<file path="src/rtl/div_unit.sv">
// div_unit: iterative radix-2 restoring divider for DIV/DIVU/REM/REMU.
// One quotient bit is produced per cycle in CALC. Divide-by-zero and signed
// overflow take a single-cycle path straight to DONE.
// Handshake: start is accepted only in IDLE with kill low; done is a one-cycle
// pulse with result valid in that cycle; busy is high while in CALC; kill aborts
// CALC/DONE at the next edge and beats start in IDLE.
module div_unit #(
    parameter int WIDTH = 32,
    parameter int CNT_W = $clog2(WIDTH)
) (
    input  logic             clk,
    input  logic             rst,
    input  logic             start,
    input  logic             kill,
    input  logic [1:0]       funct,
    input  logic [WIDTH-1:0] op1,
    input  logic [WIDTH-1:0] op2,
    output logic             busy,
    output logic             done,
    output logic [WIDTH-1:0] result,
    output logic [1:0]       dbg_state
);

    typedef enum logic [1:0] {
        S_IDLE = 2'd0,
        S_CALC = 2'd1,
        S_DONE = 2'd2
    } state_t;

    localparam logic [WIDTH-1:0] ONE     = {{(WIDTH-1){1'b0}}, 1'b1};
    localparam logic [WIDTH-1:0] ALL_ONE = {WIDTH{1'b1}};
    localparam logic [WIDTH-1:0] MIN_NEG = {1'b1, {(WIDTH-1){1'b0}}};
    localparam logic [CNT_W-1:0] CNT_MAX = CNT_W'(WIDTH - 1);
    localparam logic [CNT_W-1:0] CNT_ONE = {{(CNT_W-1){1'b0}}, 1'b1};

    state_t state_q;
    state_t state_d;

    // Datapath registers
    logic [WIDTH-1:0] dvd_q;      // dividend shifting out, quotient shifting in
    logic [WIDTH-1:0] dvs_q;      // divisor magnitude
    logic [WIDTH-1:0] rem_q;      // partial remainder
    logic [CNT_W-1:0] cnt_q;
    logic             rem_sel_q;  // 1: return remainder, 0: quotient
    logic             q_neg_q;
    logic             r_neg_q;
    logic [WIDTH-1:0] result_q;

    // Request decode in IDLE
    logic             accept;
    logic             signed_op;
    logic             is_rem;
    logic             div_zero;
    logic             sovf;
    logic             fast_path;
    logic [WIDTH-1:0] fast_res;
    logic [WIDTH-1:0] op1_abs;
    logic [WIDTH-1:0] op2_abs;

    // One restoring step
    logic [WIDTH:0]   shifted;
    logic [WIDTH:0]   diff;
    logic             trial_ok;
    logic [WIDTH-1:0] rem_next;
    logic [WIDTH-1:0] quo_next;
    logic [WIDTH-1:0] quo_fix;
    logic [WIDTH-1:0] rem_fix;
    logic [WIDTH-1:0] calc_res;
    logic             last_iter;

    // Decode the incoming request and precompute the fast-path answer
    always_comb begin
        signed_op = ~funct[0];
        is_rem    = funct[1];
        accept    = (state_q == S_IDLE) && start && !kill;
        div_zero  = (op2 == '0);
        sovf      = signed_op && (op1 == MIN_NEG) && (op2 == ALL_ONE);
        fast_path = div_zero || sovf;
        if (div_zero) begin
            fast_res = is_rem ? op1 : ALL_ONE;
        end else begin
            fast_res = is_rem ? '0 : MIN_NEG;
        end
        op1_abs = (signed_op && op1[WIDTH-1]) ? (~op1 + ONE) : op1;
        op2_abs = (signed_op && op2[WIDTH-1]) ? (~op2 + ONE) : op2;
    end

    // Trial subtraction for the current iteration and sign-corrected final value.
    // The partial remainder is always below the divisor, so a WIDTH+1-bit
    // difference has its top bit set exactly when the subtraction would go negative.
    always_comb begin
        shifted   = {rem_q, dvd_q[WIDTH-1]};
        diff      = shifted - {1'b0, dvs_q};
        trial_ok  = ~diff[WIDTH];
        rem_next  = trial_ok ? diff[WIDTH-1:0] : shifted[WIDTH-1:0];
        quo_next  = {dvd_q[WIDTH-2:0], trial_ok};
        quo_fix   = q_neg_q ? (~quo_next + ONE) : quo_next;
        rem_fix   = r_neg_q ? (~rem_next + ONE) : rem_next;
        calc_res  = rem_sel_q ? rem_fix : quo_fix;
        last_iter = (state_q == S_CALC) && (cnt_q == '0);
    end

    // State register
    always_ff @(posedge clk or negedge rst) begin
        if (!rst) begin
            state_q <= S_IDLE;
        end else begin
            state_q <= state_d;
        end
    end

    // Next-state logic
    always_comb begin
        state_d = state_q;
        case (state_q)
            S_IDLE: begin
                if (accept) begin
                    state_d = fast_path ? S_DONE : S_CALC;
                end
            end
            S_CALC: begin
                if (kill) begin
                    state_d = S_IDLE;
                end else if (cnt_q == '0) begin
                    state_d = S_DONE;
                end
            end
            S_DONE: begin
                state_d = S_IDLE;
            end
            default: begin
                state_d = S_IDLE;
            end
        endcase
    end

    // Outputs decoded from state; kill in the DONE cycle swallows the pulse
    always_comb begin
        busy      = (state_q == S_CALC);
        done      = (state_q == S_DONE) && !kill;
        dbg_state = state_q;
        result    = result_q;
    end

    // Operand capture, iteration and result register
    always_ff @(posedge clk or negedge rst) begin
        if (!rst) begin
            dvd_q     <= '0;
            dvs_q     <= '0;
            rem_q     <= '0;
            cnt_q     <= '0;
            rem_sel_q <= 1'b0;
            q_neg_q   <= 1'b0;
            r_neg_q   <= 1'b0;
            result_q  <= '0;
        end else begin
            if (accept) begin
                rem_sel_q <= is_rem;
                if (fast_path) begin
                    result_q <= fast_res;
                end else begin
                    dvd_q   <= op1_abs;
                    dvs_q   <= op2_abs;
                    rem_q   <= '0;
                    cnt_q   <= CNT_MAX;
                    q_neg_q <= signed_op && (op1[WIDTH-1] ^ op2[WIDTH-1]);
                    r_neg_q <= signed_op && op1[WIDTH-1];
                end
            end else if ((state_q == S_CALC) && !kill) begin
                dvd_q <= quo_next;
                rem_q <= rem_next;
                cnt_q <= cnt_q - CNT_ONE;
                if (last_iter) begin
                    result_q <= calc_res;
                end
            end
        end
    end

endmodule

</file>
<file path="config.mk">
export PLATFORM = sky130hd
export DESIGN_NAME = div_unit
export DESIGN_NICKNAME = d
export VERILOG_FILES = /design/src/rtl/div_unit.sv
export SDC_FILE = /design/constraint.sdc
export NUM_CORES = 1
export LEC_CHECK = 0
export CAP_MARGIN = 15
export CORE_MARGIN = 2
export CORE_UTILIZATION = 30
export CTS_CLUSTER_DIAMETER = 120
export DETAILED_ROUTE_END_ITERATION = 10
export PLACE_DENSITY = 0.5
export SLEW_MARGIN = 20
export SYNTH_ARGS = -nofsm -noshare
export SYNTH_HDL_FRONTEND = slang
export SYNTH_SLANG_ARGS = --single-unit
</file>
<file path="constraint.sdc">
create_clock -name clk -period 7.61 [get_ports clk]
set_input_delay 1.9025 -clock clk [delete_from_list [all_inputs] [get_ports clk]]
set_output_delay 1.9025 -clock clk [all_outputs]
set_load 0.02 [all_outputs]
</file>
==> results.py, run 1 <==
metrics = {
    "place": {
        "post-dp-hpwl_um": 29400,
        "dpl_cell_area_mm2": 0.0130,
        "place.gp.congestion": 0.850,
        "place_ws_ps": 1770,
        "port_buffers": 105,
    },
    "clocking": {
        "cts_root_buffer": "clkbuf_16",
        "cts_sinks": 138,
        "cts_setup_buffers": 0,
        "cts_buffers": 17,
        "ctsHoldBuffers": 0,
        "clockBufferDepth": 2,
        "clk_pin_slew_ps": 70,
        "htree_levels": 4,
        "worstSkewPairLatency_ps": 430,
        "ctsResizeCount": 0,
        "cts_tree": "built",
    },
    "pwr": {
        "clkPwrFrac_pct": 15.8,
        "comb_power_share_pct": 63.8,
        "power.switching_uw": 2900,
        "p_leak_uw": 0.00530,
        "power_density_mw_per_mm2": 417,
        "seqPwrFrac_pct": 20.4,
        "internal_power_uw": 2760,
        "swShare_pct": 51.2,
        "peakVddDrop_uv": 185,
    },
    "synthesis": {
        "yosysSeqAreaShare_pct": 30.1,
        "yosysWarnings": 0,
        "syn_inst": 1477,
        "syn_nets": 1587,
        "avgSynthCellArea_um2": 7.76,
        "synth.cell_area_mm2": 0.0115,
        "synth_cell_types": 76,
        "synth-seq-cells": 138,
        "synthArstFlopShare_pct": 100,
        "synth_edf_count": 0,
        "synth-main-ff-cell": "dfrtp_1",
    },
    "global_routing": {
        "grt_first_pass_wirelength_um": 62400,
        "grt.met2_usage_pct": 33.2,
        "global_route.peak_usage_layer": "met2",
        "grt_use_total_pct": 20.2,
        "antenna_found_initial": 0,
        "grt_overflow": 0,
        "grt_pass1_vias": 10951,
        "grt_max_degree": 75,
        "grtUsageMet3_pct": 2.06,
        "met1_usage_pct": 27.5,
    },
    "job": {
        "maxCapViolCount": 0,
    },
    "die": {
        "die_w_um": 199,
        "die_area_mm2": 0.0398,
        "placeableCoreArea_mm2": 0.0377,
        "core.rowCount": 71,
        "pin_count": 106,
        "start_util_pct": 30.4,
        "die-height_um": 199,
    },
    "hold_path": {
        "hold_path_class": "register to register",
        "min_to": "result[1]$_DFFE_PN0P_",
        "hp-start": "result[1]$_DFFE_PN0P_",
        "holdPathStages": 2,
    },
    "critical_path": {
        "crit_type": "input pin to register",
        "cp_max_fo": 44,
        "start_kind": "input pin",
        "r2r_setup_slack_ps": 2360,
        "cp_slowest_cell": "buf_4",
        "cp-end-kind": "register",
        "worst_path_most_repeated_cell": "nand2_1",
        "arrival_ps": 5730,
        "timing.rr.end": "result[20]$_DFFE_PN0P_",
        "crit_chain": "clkdlybuf4s50_1 > nor3_1 > nand2_1 > nor4_1 > nor2b_1 > and3_1 > nand2_1 > nor2_1 > or3_2 > buf_4 > nand2_1 > nor2_1 > a31oi_1",
        "reg2regPathDepth": 19,
        "cpPeakStageDelay_ps": 550,
        "critPathRequiredTime_ps": 7890,
        "r2r_start": "dvd_q[31]$_DFFE_PN0P_",
    },
    "cells_and_area": {
        "nets": 1642,
        "area_delta_synth_final_pct": 18.5,
        "insertedDiodeCount": 0,
        "drive_above_1_share_pct": 5.11,
        "fin_area_mm2": 0.0136,
    },
    "route": {
        "via_count": 11243,
        "drc": 0,
        "wl_per_cell_um": 19.2,
        "post_drt_via_cell_ratio": 5.47,
        "postRouteAntennaNets": 0,
        "drt_iter0_markers": 766,
        "wl_um": 39400,
        "drtPass1Iterations": 5,
    },
    "sta": {
        "finalHoldViolations": 0,
        "fin_crit_ps": 5450,
        "finalSetupViolations": 0,
        "tightest_slew_ps": 1120,
        "fin_setup_tns_ps": 0,
        "drv_slew": 0,
        "finalWorstSetupSlack_ps": 2160,
        "fin_skew_ps": 11.8,
        "fmax_ghz": 0.184,
        "maxSlewHeadroom_pct": 24.7,
        "fin_crit_sh_pct": 71.6,
        "rsz0062_at_grt": "no",
    },
    "outcome": {
        "outcome": "finished clean",
    },
}
power groups by stage:
stage,Sequential (uW),Combinational (uW),Clock [uW]
floorplan,1070,2670,0
global placement,1160,3550,0
detailed placement,1160,3580,0
CTS,1150,3610,911
global route,1180,4000,944
finish,1150,3610,895
critical path, delay by kind of cell:
family,cells,cell delay (ps)
buffers and inverters,2,1040
AO/OA/AOI/OAI,1,60
AND/OR/NAND/NOR,10,2700
metal layers:
layer / vias to the layer above / part of all wire (%)
li1: 5479 / -
met1: 5451 / 47
met2: 263 / 47
met3: 50 / 3.6
met4: 0 / 2.8
met5: - / 0
cells in the final DEF, fill, tap and decap left out, drive strengths merged, types with 46 or more instances in the layout:
cell type / n
xnor2: 85
clkdlybuf4s50: 104
o21ai: 170
a21oi: 101
inv: 57
dfrtp: 138
nand2: 159
nor2: 138
xor2: 57
nand3: 46
cell type report:
cell class / count / area [um^2]
inverter: 55 / 206
clock buffer: 20 / 457
fill: 4007 / 24100
timing repair buffer: 121 / 1170
multi-input combinational: 1199 / 7490
sequential: 138 / 3450
tap: 511 / 639
clock inverter: 12 / 161
worst max path at each step:
stage                                from                endpoint  cells after the start
finish                             op1[7]    cnt_q[1]$_DFFE_PN0P_                     13
global route                       op1[7]    cnt_q[0]$_DFFE_PN0P_                     13
CTS                                op1[7]    dvd_q[0]$_DFFE_PN0P_                     12
detailed placement                 op1[7]    dvd_q[0]$_DFFE_PN0P_                     12
global placement                   op1[7]    cnt_q[1]$_DFFE_PN0P_                     13
floorplan           dvd_q[31]$_DFFE_PN0P_  result[24]$_DFFE_PN0P_                     25
sequential cells by signal, summed over array words and instances, names as in the netlist:
signal     cells
dvd_q         32
dvs_q         32
rem_q         32
result        32
cnt_q          5
dbg_state      2
q_neg_q        1
r_neg_q        1
rem_sel_q      1
metrics by stage:
| stage | std cells | util (%) | total power (uW) | hold WS [ps] |
|---|---|---|---|---|
| 6_report | 2056 | 36.1 | 5660 | 470 |
| 5_1_grt | 2056 | 36.1 | 6120 | 506 |
| 4_1_cts | 2056 | 36.1 | 5670 | 479 |
| 3_5_place_dp | 2024 | 34.4 | 4750 | 464 |
| 3_3_place_gp | 2024 | 34.4 | 4720 | 458 |
| 2_1_floorplan | 1477 | - | 3740 | 450 |
synthesized netlist by cell type, types with 9 or more instances:
cell type  count  area (um^2)
o31ai_1       20          150
nand2_1      159          597
nor3_1        45          225
o41ai_1       12          105
o21ai_0      162          811
a22oi_1       13         97.6
o221ai_1      14          123
or3_1         17          106
o211ai_1      17          128
xor2_1        57          499
ha_1          39          488
a221o_1       20          200
mux2i_1       14          140
a21oi_1      100          500
nor2_1       138          518
or4_1          9         67.6
clkbuf_1      70          263
nand3_1       46          230
a211oi_1      19          143
o21a_1         9         67.6
xnor2_1       85          744
a31oi_1       15         93.8
nand2b_1      21          131
nand4_1       27          169
nor4_1        20          125
and2_1        14         87.6
a21o_1        11         82.6
inv_1         53          199
dfrtp_1      138         3450
or2_2         10         62.6
cell families after synthesis:
kind of cell               share of synthesized area, %
and+or+nand+nor                                    22.6
AOI/OAI and AO/OA                                  26.0
xor gates and xnor gates                           10.9
buffers and inverters                              4.71
DFF                                                30.1
adders and majority gates                          4.43
muxes                                              1.22
(Power assumes the default switching activity.)
==> run 2: changes to the inputs <==
clock period = 5.2 ns   (was 7.61 ns; I/O delays follow)
==> run 2 against run 1 <==
Net effect: final area up 1.7%; critical endpoint is now result[30]$_DFFE_PN0P_; first-iteration DRC count up 8.9%; setup slack worse by 1900 ps; via count up 0.49%; sequential power up 47%; combinational power up 49%; count of clock-buffer cells in the layout up 1; largest power group unchanged; register-to-register slack worse by 2100 ps; wire length up 1.8%; cell count up 1.0%.
==> results.py, run 2 (synthesis gave the netlist of run 1 again) <==
metrics = {
    "die": {
        "pin_count": 106,
        "die-height_um": 199,
        "die_area_mm2": 0.0398,
        "core.rowCount": 71,
        "placeableCoreArea_mm2": 0.0377,
        "start_util_pct": 30.4,
        "die_w_um": 199,
    },
    "cells_and_area": {
        "nets": 1663,
        "drive_above_1_share_pct": 6.70,
        "insertedDiodeCount": 0,
        "area_delta_synth_final_pct": 20.5,
        "layout_commonest_cell": "o21ai_0",
        "layout_common_cells": "o21ai_0 (162), nand2_1 (159), dfrtp_1 (138), nor2_1 (137), clkdlybuf4s50_1 (104)",
        "final-instance-count-excl-fill": 2077,
        "n_fill_cell": 3984,
        "fin_area_mm2": 0.0138,
    },
    "critical_path": {
        "critPathRequiredTime_ps": 5530,
        "cp_num_buf_inv": 2,
        "crit_chain": "inv_1 > ha_1 > fa_1 > nand2b_1 > a21oi_1 > o211ai_1 > a21bo_2 > a211oi_4 > inv_4 > a21oi_2 > ha_1 > nand2_1 > or4_4 > o32ai_4 > nand4_1 > o41ai_2 > xnor2_1 > a21oi_1 > a221o_1",
        "cp_slowest_cell": "or4_4",
        "cpPeakStageDelay_ps": 460,
        "reg2regPathDepth": 19,
        "critical_path_depth": 19,
        "crit_type": "register to register",
        "start_kind": "register",
        "cp-end-kind": "register",
        "cp_max_fo": 15,
        "path_delay_family": "compound AO/OA/AOI/OAI gates",
        "arrival_ps": 5230,
    },
    "place": {
        "post-dp-hpwl_um": 30300,
        "port_buffers": 105,
        "place_inst": 2045,
        "place.gp.congestion": 0.907,
        "dpl_cell_area_mm2": 0.0131,
    },
    "clocking": {
        "cts_buffers": 17,
        "htree_levels": 4,
        "worstSkewPairLatency_ps": 440,
        "clockBufferDepth": 2,
        "cts_tree": "built",
        "cts_root_buffer": "clkbuf_16",
        "cts_sinks": 138,
        "clk_pin_slew_ps": 60,
    },
    "global_routing": {
        "grt_max_degree": 86,
        "grt_pass1_vias": 10986,
        "grt_use_total_pct": 20.6,
        "grt_overflow": 0,
        "antenna_found_initial": 1,
        "grt_first_pass_wirelength_um": 63300,
    },
    "pwr": {
        "p_leak_uw": 0.00543,
        "p_total_uw": 8410,
        "peakVddDrop_uv": 277,
        "power_density_mw_per_mm2": 609,
    },
    "sta": {
        "fin_crit_ps": 4910,
        "drv_slew": 0,
        "maxSlewHeadroom_pct": 28.7,
        "rsz0062_at_grt": "no",
        "fmax_ghz": 0.204,
        "fin_skew_ps": 11.9,
        "holdWs_ps": 464,
        "fin_crit_sh_pct": 94.4,
        "fin_setup_tns_ps": 0,
        "finalHoldViolations": 0,
        "tightest_slew_ps": 1070,
        "finalSetupViolations": 0,
    },
    "outcome": {
        "outcome": "finished clean",
    },
    "hold_path": {
        "hold_path_class": "register to register",
        "holdPathStages": 2,
    },
    "route": {
        "drt_iter0_markers": 834,
        "wl_um": 40200,
        "wl_per_cell_um": 19.3,
        "postRouteAntennaNets": 0,
        "drc": 0,
        "via_count": 11298,
        "post_drt_via_cell_ratio": 5.44,
        "drtPass1Iterations": 5,
    },
    "job": {
        "maxCapViolCount": 0,
    },
}
## run 2: cell count changes in the layout (fill, tap and decap cells not counted), moves of 2 or more
cell,previous run,this run
a21oi_1,100,98
clkinv_2,1,3
a21oi_2,1,3
buf_12,0,2
inv_6,3,0
buf_4,16,35
## run 2: report_power, final
part | total (uW) | leakage [uW] | internal, uW | switching (uW)
Clock | 1340 | 0.000309 | 840 | 505
Sequential | 1690 | 0.00179 | 1340 | 347
Combinational | 5380 | 0.00333 | 2000 | 3380
## run 2: final timing paths
| kind | endpoint | from | slack (ps) |
|---|---|---|---|
| min in group asynchronous | dvd_q[4]$_DFFE_PN0P_ | rst | 920 |
| setup reg to reg | result[30]$_DFFE_PN0P_ | dvd_q[31]$_DFFE_PN0P_ | 290 |
| setup / recovery | result[30]$_DFFE_PN0P_ | dvd_q[31]$_DFFE_PN0P_ | 290 |
| max in group asynchronous | rem_q[6]$_DFFE_PN0P_ | rst | 3250 |
| hold / removal | result[10]$_DFFE_PN0P_ | result[10]$_DFFE_PN0P_ | 460 |
| hold reg to reg | result[10]$_DFFE_PN0P_ | result[10]$_DFFE_PN0P_ | 460 |
## run 2: what timing repair did
| item | in CTS | in global routing |
|---|---|---|
| setup buffers | 0 | 0 |
| setup endpoints to repair | 0 | 3 |
| hold buffers | 0 | 0 |
| resized for setup | 0 | 6 |
## run 2: metal layers
metal  vias to the layer above  part of all wire (%)  wire length, um  GRT usage, %
met5                         -                 0.032               13             0
met4                         2                   2.3              910          6.67
met3                        50                   3.2             1280          2.35
met2                       243                    48            19300          34.4
met1                      5496                    46            18600          27.7
li1                       5507                     -                -             -
## run 2: layout make-up
cell class                      count  area (um^2)  area share, %
Multi-Input combinational cell   1199         7510           54.4
Sequential cell                   138         3450           25.0
Timing Repair Buffer              142         1360           9.81
Tap cell                          511          639           4.63
Clock buffer                       21          470           3.41
Inverter                           55          209           1.51
Clock inverter                     11          168           1.21
## run 2: tightest hold or removal path: cells and delay by family (launching register included)
kind / cells / cell delay, ps
and+or+nand+nor: 2 / 100
DFF: 1 / 340
## run 2: metrics by stage
stage                     setup slack, ps  utilization (%)
final                                 291             36.7
after global routing                 33.4             36.7
after CTS                             216             36.6
after detailed placement              244             34.9
after global placement                314             34.8
after floorplan                       260                -
